==> src/rtl/multiply_tokens.sv <==
// Serial token expander: each input token on a schedules FACTOR back-to-back output tokens on b.
// Saturating pending counter absorbs bursts; sticky overflow flags tokens lost to saturation.
module multiply_tokens #(
  parameter int FACTOR      = 2,
  parameter int MAX_PENDING = 255,
  localparam int CNT_W      = $clog2(MAX_PENDING + 1)
) (
  input  logic             clk,
  input  logic             rst,
  input  logic             a,
  input  logic             ovf_clr,
  output logic             b,
  output logic             busy,
  output logic [CNT_W-1:0] pending,
  output logic             overflow
);

  localparam logic [CNT_W:0] FACTOR_V = (CNT_W + 1)'(FACTOR);
  localparam logic [CNT_W:0] MAX_V    = (CNT_W + 1)'(MAX_PENDING);

  logic             emit;
  logic [CNT_W:0]   sum;
  logic             sat;

  // One extra bit so arrival on a full counter is detected, not wrapped.
  always_comb begin
    emit = (pending != '0);
    sum  = {1'b0, pending} - {{CNT_W{1'b0}}, emit} + (a ? FACTOR_V : '0);
    sat  = (sum > MAX_V);
  end

  assign busy = emit;

  always_ff @(posedge clk or negedge rst) begin
    if (!rst) begin
      pending  <= '0;
      b        <= 1'b0;
      overflow <= 1'b0;
    end else begin
      b <= emit;
      if (sat) begin
        pending  <= MAX_V[CNT_W-1:0];
        overflow <= 1'b1;
      end else begin
        pending <= sum[CNT_W-1:0];
        if (ovf_clr) overflow <= 1'b0;
      end
    end
  end

endmodule

==> config.mk <==
export PLATFORM = sky130hd
export DESIGN_NAME = multiply_tokens
export DESIGN_NICKNAME = d
export VERILOG_FILES = /design/src/rtl/multiply_tokens.sv
export SDC_FILE = /design/constraint.sdc
export NUM_CORES = 1
export LEC_CHECK = 0
export BUFFER_PORTS_ARGS = -buffer_cell sky130_fd_sc_hd__buf_2
export CAP_MARGIN = 10
export CORE_AREA = 2 2 43 45
export CTS_BUF_LIST = sky130_fd_sc_hd__clkbuf_4 sky130_fd_sc_hd__clkbuf_8 sky130_fd_sc_hd__clkbuf_16
export CTS_CLUSTER_SIZE = 14
export DETAILED_ROUTE_END_ITERATION = 10
export DIE_AREA = 0 0 45 47
export PLACE_DENSITY = 0.68
export SYNTH_ARGS = -nofsm -noshare
export SYNTH_HDL_FRONTEND = slang
export SYNTH_SLANG_ARGS = --single-unit
export TNS_END_PERCENT = 100
==> constraint.sdc <==
create_clock -name clk -period 4.4 [get_ports clk]
set_input_delay 0.44 -clock clk [delete_from_list [all_inputs] [get_ports clk]]
set_output_delay 0.44 -clock clk [all_outputs]
set_load 0.05 [all_outputs]
* After elaboration in Yosys (flattened, before gate mapping)
Cells that the tools add are included.
Storage, ports and cells: register bits 10, word-level logic and storage cells 12
Cells by class: add/subtract/negate cells 2, magnitude comparators 1, multiplexer cells 4, reduce and logical (&&, ||, !) cells 2
Operators with widths (number):
- adder 9 x 2 -> 9 bit | 1
- greater-than comparator 9 x 8 -> 1 bit (second input constant) | 1
- subtractor 8 x 1 -> 9 bit | 1
- two-way mux 8 bit | 1
- nonzero test 8 bit | 1
- two-way mux 1 bit | 2
- two-way mux 2 bit | 1
- nonzero test 2 bit | 1

* Logic depth before layout (Yosys ltp)
Gate-level depths: netlist of run 1.
word-level depth 5, gate-level depth with buffers 11

* Worst setup path before layout of run 1
OpenSTA, ideal clock, no wires.
path type register to register, start register pending[2], end register pending[7], library setup time 0.147 ns, arrival time 2.963 ns, required time 4.253 ns, path slack 1.290 ns, stages on the path, launching flop included 12, buffers on the path 0, cells stage by stage dfrtp_1 inv_1 ha_1 nand4_1 ha_1 inv_1 ha_1 fa_1 nand2b_1 a211oi_1 mux2i_1 o211ai_1
Between the ends: longest elaborated chain between the ends 5
Ends and longest elaborated chain:
- start: declaration | RTL line 14 | output logic [CNT_W-1:0] pending,
- start signal: assignment | RTL line 42 | pending <= MAX_V[CNT_W-1:0];
- start signal: assignment | RTL line 45 | pending <= sum[CNT_W-1:0];
- nonzero test 8 bit * | RTL line 27 | emit = (pending != '0);
- via busy | RTL line 13 | output logic busy,
- subtractor 8 x 1 -> 9 bit * | RTL line 28 | sum = {1'b0, pending} - {{CNT_W{1'b0}}, emit} + (a ? FACTOR_V : '0);
- adder 9 x 2 -> 9 bit * | RTL line 28
- greater-than comparator 9 x 8 -> 1 bit | RTL line 29 | sat = (sum > MAX_V);
- two-way mux 8 bit * | RTL line 41 | if (sat) begin
The timed path passes the listed nets; every way through them passes the cells marked *. A chain may end at the register's enable or synchronous reset.

* Final worst setup path of run 1
start register pending[2], end register pending[4]
Between the ends: longest elaborated chain between the ends 5
Ends and longest elaborated chain (RTL line):
- nonzero test 8 bit | 27
- subtractor 8 x 1 -> 9 bit * | 28
- adder 9 x 2 -> 9 bit * | 28
- greater-than comparator 9 x 8 -> 1 bit | 29
- two-way mux 8 bit * | 41
Every way passes the cells marked *; elsewhere a longest branch is shown, timed or not.

==> results of run 1 <==
[kinds of logic (layout without fill, tap and decap cells)]
logic type	Yosys count	in the layout	share of synthesized area
AOI/OAI and AO/OA	11	11	0.1316
muxes	1	1	0.01333
adders and majority gates	13	13	0.2267
buffers and inverters	14	31	0.07166
and+or+nand+nor	25	25	0.1883
DFF	10	10	0.3333
xor gates and xnor gates	3	3	0.03501
[layout make-up]
class | count | area, sq um | area share
Clock buffer | 4 | 36.28 | 0.04155
Inverter | 13 | 48.80 | 0.05587
Multi-Input combinational cell | 53 | 446.7 | 0.5115
Sequential cell | 10 | 250.2 | 0.2865
Tap cell | 17 | 21.27 | 0.02436
Timing Repair Buffer | 14 | 70.07 | 0.08023
[final timing paths]
path                            cells past startpoint          to  startpoint
worst max-delay path                               10  pending[4]  pending[2]
worst min-delay path                                1           b         rst
worst max register to register                     10  pending[4]  pending[2]
worst min register to register                      2    overflow    overflow
max in group asynchronous                           1  pending[0]         rst
min in group clk                                    3    overflow     ovf_clr
[cells in the final DEF (no fill, tap or decap), drive strengths merged]
cell type	count
mux2i	1
nand4	1
xnor2	1
o21bai	1
nand3	6
a211oi	2
nand3b	2
clkbuf	4
inv	13
a211o	1
buf	14
fa	1
nor4	1
xor2	2
nand2b	5
nor2	5
ha	12
a21oi	1
or3b	1
dfrtp	10
a221o	2
a311oi	1
o211ai	3
nor2b	4
[metrics by stage]
step                instance area [sq um]  hold slack, ns  worst slack [ns]
finish                              873.3         0.01686             1.964
global route                        873.3         0.03065             1.699
CTS                                 873.3         0.02720             1.962
detailed placement                  837.1          0.3144             1.993
global placement                    837.1          0.3132             2.014
floorplan                           750.7          0.1444             1.290
[worst max-delay path: cells and delay by family (launching register included)]
family                   cells  cell delay [ns]
AO/OA/AOI/OAI                3             0.96
adder cells (fa/ha/maj)      3             0.59
flip-flops                   1             0.37
AND/OR/NAND/NOR              2             0.31
buffers and inverters        2             0.14
[state kept, by name, indices dropped and copies added, names as in the netlist]
register,count
b,1
overflow,1
pending,8
[per-layer routing]
metal  vias up  track usage  share of wire
met4         0       0.1000          0.030
met3         7      0.01154          0.031
met5         -            0              0
met1       301       0.2084           0.46
met2        16       0.2971           0.47
li1        300            -              -
==> impl_metrics.py, run 1 <==
metrics = {
    "outcome": {
        "outcome": "completed",
    },
    "yosys": {
        "synth_top_area_share": 0.3333,
        "synth_nets": 94,
        "ys.flop_type": "dfrtp_1",
        "synth_most_common_cell": "inv_1",
        "synthDistinctLibCells": 24,
        "synthTopCellsByCount": "inv_1, ha_1, dfrtp_1",
        "synth_edf_count": 0,
        "yosys_warnings": 0,
        "synth.area.top_cells": "dfrtp_1, ha_1, inv_1",
        "ys_async_sr_fraction": 1.000,
        "ys_ff_latch": 10,
        "synth.cell_area_sq_um": 750.7,
        "synthCells": 77,
        "avgSynthCellArea_sq_um": 9.750,
        "yosys.area.top_type": "dfrtp_1",
        "yosysSeqAreaShare": 0.3333,
    },
    "placed_design": {
        "routabilityCongestion": 0.7608,
        "hpwl_um": 1216,
        "place_inst": 107,
        "io_buffers": 14,
    },
    "clocking": {
        "cts_setup_buffers": 0,
        "root_buffer": "clkbuf_4",
        "cts_made_buffers": 3,
        "path_clk_slew_ns": 0.07,
        "ctsResizeCount": 0,
        "clk_latency_ns": 0.27,
        "hold_buffers": 0,
        "cts_sinks": 10,
        "cts_buffer_depth": 2,
        "cts_tree": "built",
        "htreeDepth": 1,
    },
    "timing": {
        "finalClockSkew_ns": 0.005676,
        "min_period_ns": 2.436,
        "period_share": 0.5536,
        "finalSetupViolCount": 0,
        "rsz0062_at_grt": "false",
        "relSlewSlack": 0.6916,
        "slew_violations": 0,
        "max_freq_mhz": 410.5,
        "worstMarginPinSlew_ns": 0.4613,
        "hold_viol_final": 0,
        "fin_setup_tns_ns": 0,
    },
    "detailed_routing": {
        "drt-initial-drc-count": 18,
        "vias": 624,
        "totalWireLength_um": 1539,
        "drc": 0,
        "wl_per_cell_um": 13.86,
        "avgViaCountPerCell": 5.622,
        "ant_nets": 0,
        "firstDrtPassIters": 4,
    },
    "floorplanning": {
        "num_io_pins": 15,
        "die-width_um": 45,
        "start_util": 0.4545,
        "die_y_um": 47,
        "core_area_sq_um": 1652,
        "die_area_sq_um": 2115,
        "rows": 15,
    },
    "global_route": {
        "grt_pass1_wl_um": 2622,
        "grt_max_degree": 11,
        "grt_overflow": 0,
        "grt_pass1_vias": 634,
        "antenna_found_initial": 0,
        "grt_usage": 0.1708,
    },
    "hold_path": {
        "hp-class": "primary input to async pin",
    },
    "setup_path": {
        "cp_max_fo": 9,
        "path_cells": "inv_1 -> ha_1 -> nand4_1 -> ha_1 -> inv_1 -> ha_1 -> a211o_1 -> a311oi_2 -> o211ai_2 -> nand3_1",
        "cpMostUsedCell": "ha_1",
        "reg2reg_slack_ns": 1.96,
        "cp.required_ns": 4.60,
        "worstSetupStartpointType": "flop",
        "cpPeakStageDelay_ns": 0.37,
        "arrival_ns": 2.64,
        "end_kind": "flop",
        "criticalPathCategory": "flop to flop",
        "crit_slowest_cell": "dfrtp_1",
    },
    "finish": {
        "fillers": 159,
        "layoutNonFillerInstCount": 111,
        "layout-drive-gt1-share": 0.2234,
        "fin_util": 0.5288,
        "n_antenna_cell": 0,
        "final_nets": 112,
        "syn2layout_area_growth_pct": 16.33,
    },
    "job": {
        "max_cap_violations": 0,
    },
}
Power of run 1 is left out: the tool's default activity adds up to more than one toggle a clock period on the data nets, which glitch-free logic cannot reach.
==> run 2: changes to the inputs <==
--- a/config.mk
+++ b/config.mk
@@ -5,14 +5,15 @@
 export SDC_FILE = /design/constraint.sdc
 export NUM_CORES = 1
 export LEC_CHECK = 0
+export ABC_AREA = 1
 export BUFFER_PORTS_ARGS = -buffer_cell sky130_fd_sc_hd__buf_2
 export CAP_MARGIN = 10
-export CORE_AREA = 2 2 43 45
+export CORE_AREA = 2 2 44 46
 export CTS_BUF_LIST = sky130_fd_sc_hd__clkbuf_4 sky130_fd_sc_hd__clkbuf_8 sky130_fd_sc_hd__clkbuf_16
 export CTS_CLUSTER_SIZE = 14
 export DETAILED_ROUTE_END_ITERATION = 10
-export DIE_AREA = 0 0 45 47
-export PLACE_DENSITY = 0.68
+export DIE_AREA = 0 0 46 48
+export PLACE_DENSITY = 0.71
 export SYNTH_ARGS = -nofsm -noshare
 export SYNTH_HDL_FRONTEND = slang
 export SYNTH_SLANG_ARGS = --single-unit
==> constraint.sdc (replaced) <==
create_clock -name clk -period 2.05 [get_ports clk]
set_input_delay 0.205 -clock clk [delete_from_list [all_inputs] [get_ports clk]]
set_output_delay 0.205 -clock clk [all_outputs]
set_load 0.05 [all_outputs]
==> impl_metrics.py, run 2 <==
metrics = {
    "global_route": {
        "grt_usage": 0.1690,
        "grt_overflow": 0,
        "grt_pass1_wl_um": 2608,
        "grt_pass1_vias": 641,
        "grt_max_degree": 11,
        "antenna_found_initial": 0,
    },
    "setup_path": {
        "cpPeakStageDelay_ns": 0.38,
        "path_cells": "inv_2 -> ha_2 -> nand4_1 -> ha_2 -> inv_2 -> ha_4 -> fa_2 -> nand2_2 -> nand2_2 -> nand2_2 -> xor2_1 -> nand3_1",
        "cp_max_fo": 2,
        "end_kind": "flop",
        "arrival_ns": 2.18,
        "worstSetupStartpointType": "flop",
        "cpMostUsedCell": "nand2_2",
        "criticalPathCategory": "flop to flop",
        "crit_slowest_cell": "fa_2",
        "cp.required_ns": 2.19,
    },
    "placed_design": {
        "routabilityCongestion": 0.7679,
        "place_area_sq_um": 947.2,
        "hpwl_um": 1267,
        "io_buffers": 14,
        "place_inst": 131,
    },
    "clocking": {
        "root_buffer": "clkbuf_4",
        "path_clk_slew_ns": 0.06,
        "htreeDepth": 1,
        "cts_buffer_depth": 2,
        "cts_sinks": 10,
        "cts_tree": "built",
        "cts_made_buffers": 3,
        "clk_latency_ns": 0.26,
    },
    "timing": {
        "hold_ws_ns": 0.2034,
        "rsz0062_at_grt": "true",
        "finalClockSkew_ns": 0.006827,
        "hold_viol_final": 0,
        "relSlewSlack": 0.8337,
        "slew_violations": 0,
        "max_freq_mhz": 490.3,
        "min_period_ns": 2.040,
        "period_share": 0.9949,
        "worstMarginPinSlew_ns": 0.2512,
        "finalSetupViolCount": 0,
    },
    "detailed_routing": {
        "vias": 713,
        "totalWireLength_um": 1727,
        "firstDrtPassIters": 4,
        "ant_nets": 0,
        "avgViaCountPerCell": 4.884,
        "drc": 0,
        "drt-initial-drc-count": 8,
        "wl_per_cell_um": 11.83,
    },
    "hold_path": {
        "hp-class": "primary input to flop",
    },
    "yosys": {
        "yosysSeqAreaShare": 0.3175,
        "synthTopCellsByCount": "inv_1, nand2_1, nand3_1",
        "synthCells": 97,
        "ys.flop_type": "dfrtp_1",
        "synth_most_common_cell": "inv_1",
        "synth.cell_area_sq_um": 788.3,
        "yosys_warnings": 0,
        "synth_edf_count": 0,
        "ys_ff_latch": 10,
        "synthDistinctLibCells": 18,
        "synth.area.top_cells": "dfrtp_1, ha_1, inv_1",
        "synth_nets": 114,
        "ys_async_sr_fraction": 1.000,
        "avgSynthCellArea_sq_um": 8.126,
        "yosys.area.top_type": "dfrtp_1",
        "synth_top_area_share": 0.3175,
    },
    "job": {
        "max_cap_violations": 0,
    },
    "finish": {
        "syn2layout_area_growth_pct": 38.41,
        "postLayoutCellArea_sq_um": 1091,
        "final_nets": 147,
        "largest_register_ffs": 8,
        "layoutNonFillerInstCount": 146,
        "n_antenna_cell": 0,
        "mostFrequentLayoutCells": "inv_1, nand2_1, nand3_1, buf_2, buf_4",
        "reg_top3": "pending (8), b (1), overflow (1)",
        "final_common_cell": "inv_1",
        "top_register": "pending",
        "layout-drive-gt1-share": 0.5194,
    },
    "outcome": {
        "outcome": "completed",
    },
    "floorplanning": {
        "die-width_um": 46,
        "die_area_sq_um": 2208,
        "start_util": 0.4667,
        "num_io_pins": 15,
        "rows": 15,
        "core_area_sq_um": 1689,
        "die_y_um": 48,
    },
}
run 2: cell types whose count changed after synthesis, sizes merged, moves of 2 or more:
cell    delta
o211ai     -3
nand3      +9
nand2     +22
nand2b     -5
a221o      -2
nand3b     -2
a211oi     -2
nor2b      -4
inv       +12
run 2: repair_timing:
| action | CTS | global route |
|---|---|---|
| buffers inserted | 5 | 5 |
| hold buffers | 1 | 0 |
| endpoints found under the hold margin | 10 | 0 |
| pin swaps | 3 | 10 |
| setup endpoints to repair | 2 | 3 |
| gates resized for setup | 0 | 12 |
run 2: path summary, 6_finish.rpt:
kind / start / slack (ns) / cells after the start / to
min: ovf_clr / 0.20 / 4 / overflow
min in group asynchronous: rst / 0.34 / 2 / overflow
min reg2reg: overflow / 0.50 / 2 / overflow
max: pending[4] / 0.01 / 12 / pending[5]
max in group asynchronous: rst / 1.51 / 2 / pending[2]
max reg2reg: pending[4] / 0.01 / 12 / pending[5]
run 2: stage by stage:
stage / worst slack, ns / utilization / TNS, ns
2_1_floorplan: -0.6136 / - / -4.556
3_3_place_gp: -0.003056 / 0.5607 / -0.003056
3_5_place_dp: -0.02310 / 0.5607 / -0.02714
4_1_cts: 0.01478 / 0.6067 / 0
5_1_grt: -0.08679 / 0.6459 / -0.1592
6_report: 0.01048 / 0.6459 / 0
run 2: routing by layer:
layer	share of wire	up-vias	global-route usage
met5	0	-	0
met4	0.012	0	0.08571
met3	0.047	2	0.02264
met2	0.52	22	0.2861
met1	0.42	328	0.2106
li1	-	361	-
run 2: layout make-up:
type	instances	area (sq um)
multi-input cells	62	499.2
repair buffers	28	183.9
fillers	133	598.1
clock buffers	4	30.03
inverters	25	98.84
well taps	17	21.27
flip-flops and latches	10	257.7
run 2: cells by family after synthesis:
group / count (synthesis) / share of synthesized area
simple gates: 44 / 0.2873
buf+inv: 25 / 0.1190
fa+ha+maj: 13 / 0.2159
flops: 10 / 0.3175
xor+xnor: 3 / 0.03334
compound gates: 2 / 0.02698
run 2: worst max-delay path, delay by kind of cell (launching register included):
kind                     cells  cell delay, ns
XOR/XNOR                     1            0.16
adder cells (fa/ha/maj)      4            0.88
buffers and inverters        2            0.08
flip-flops                   1            0.37
AND/OR/NAND/NOR              5            0.42
Power of run 2 is left out for the same reason.
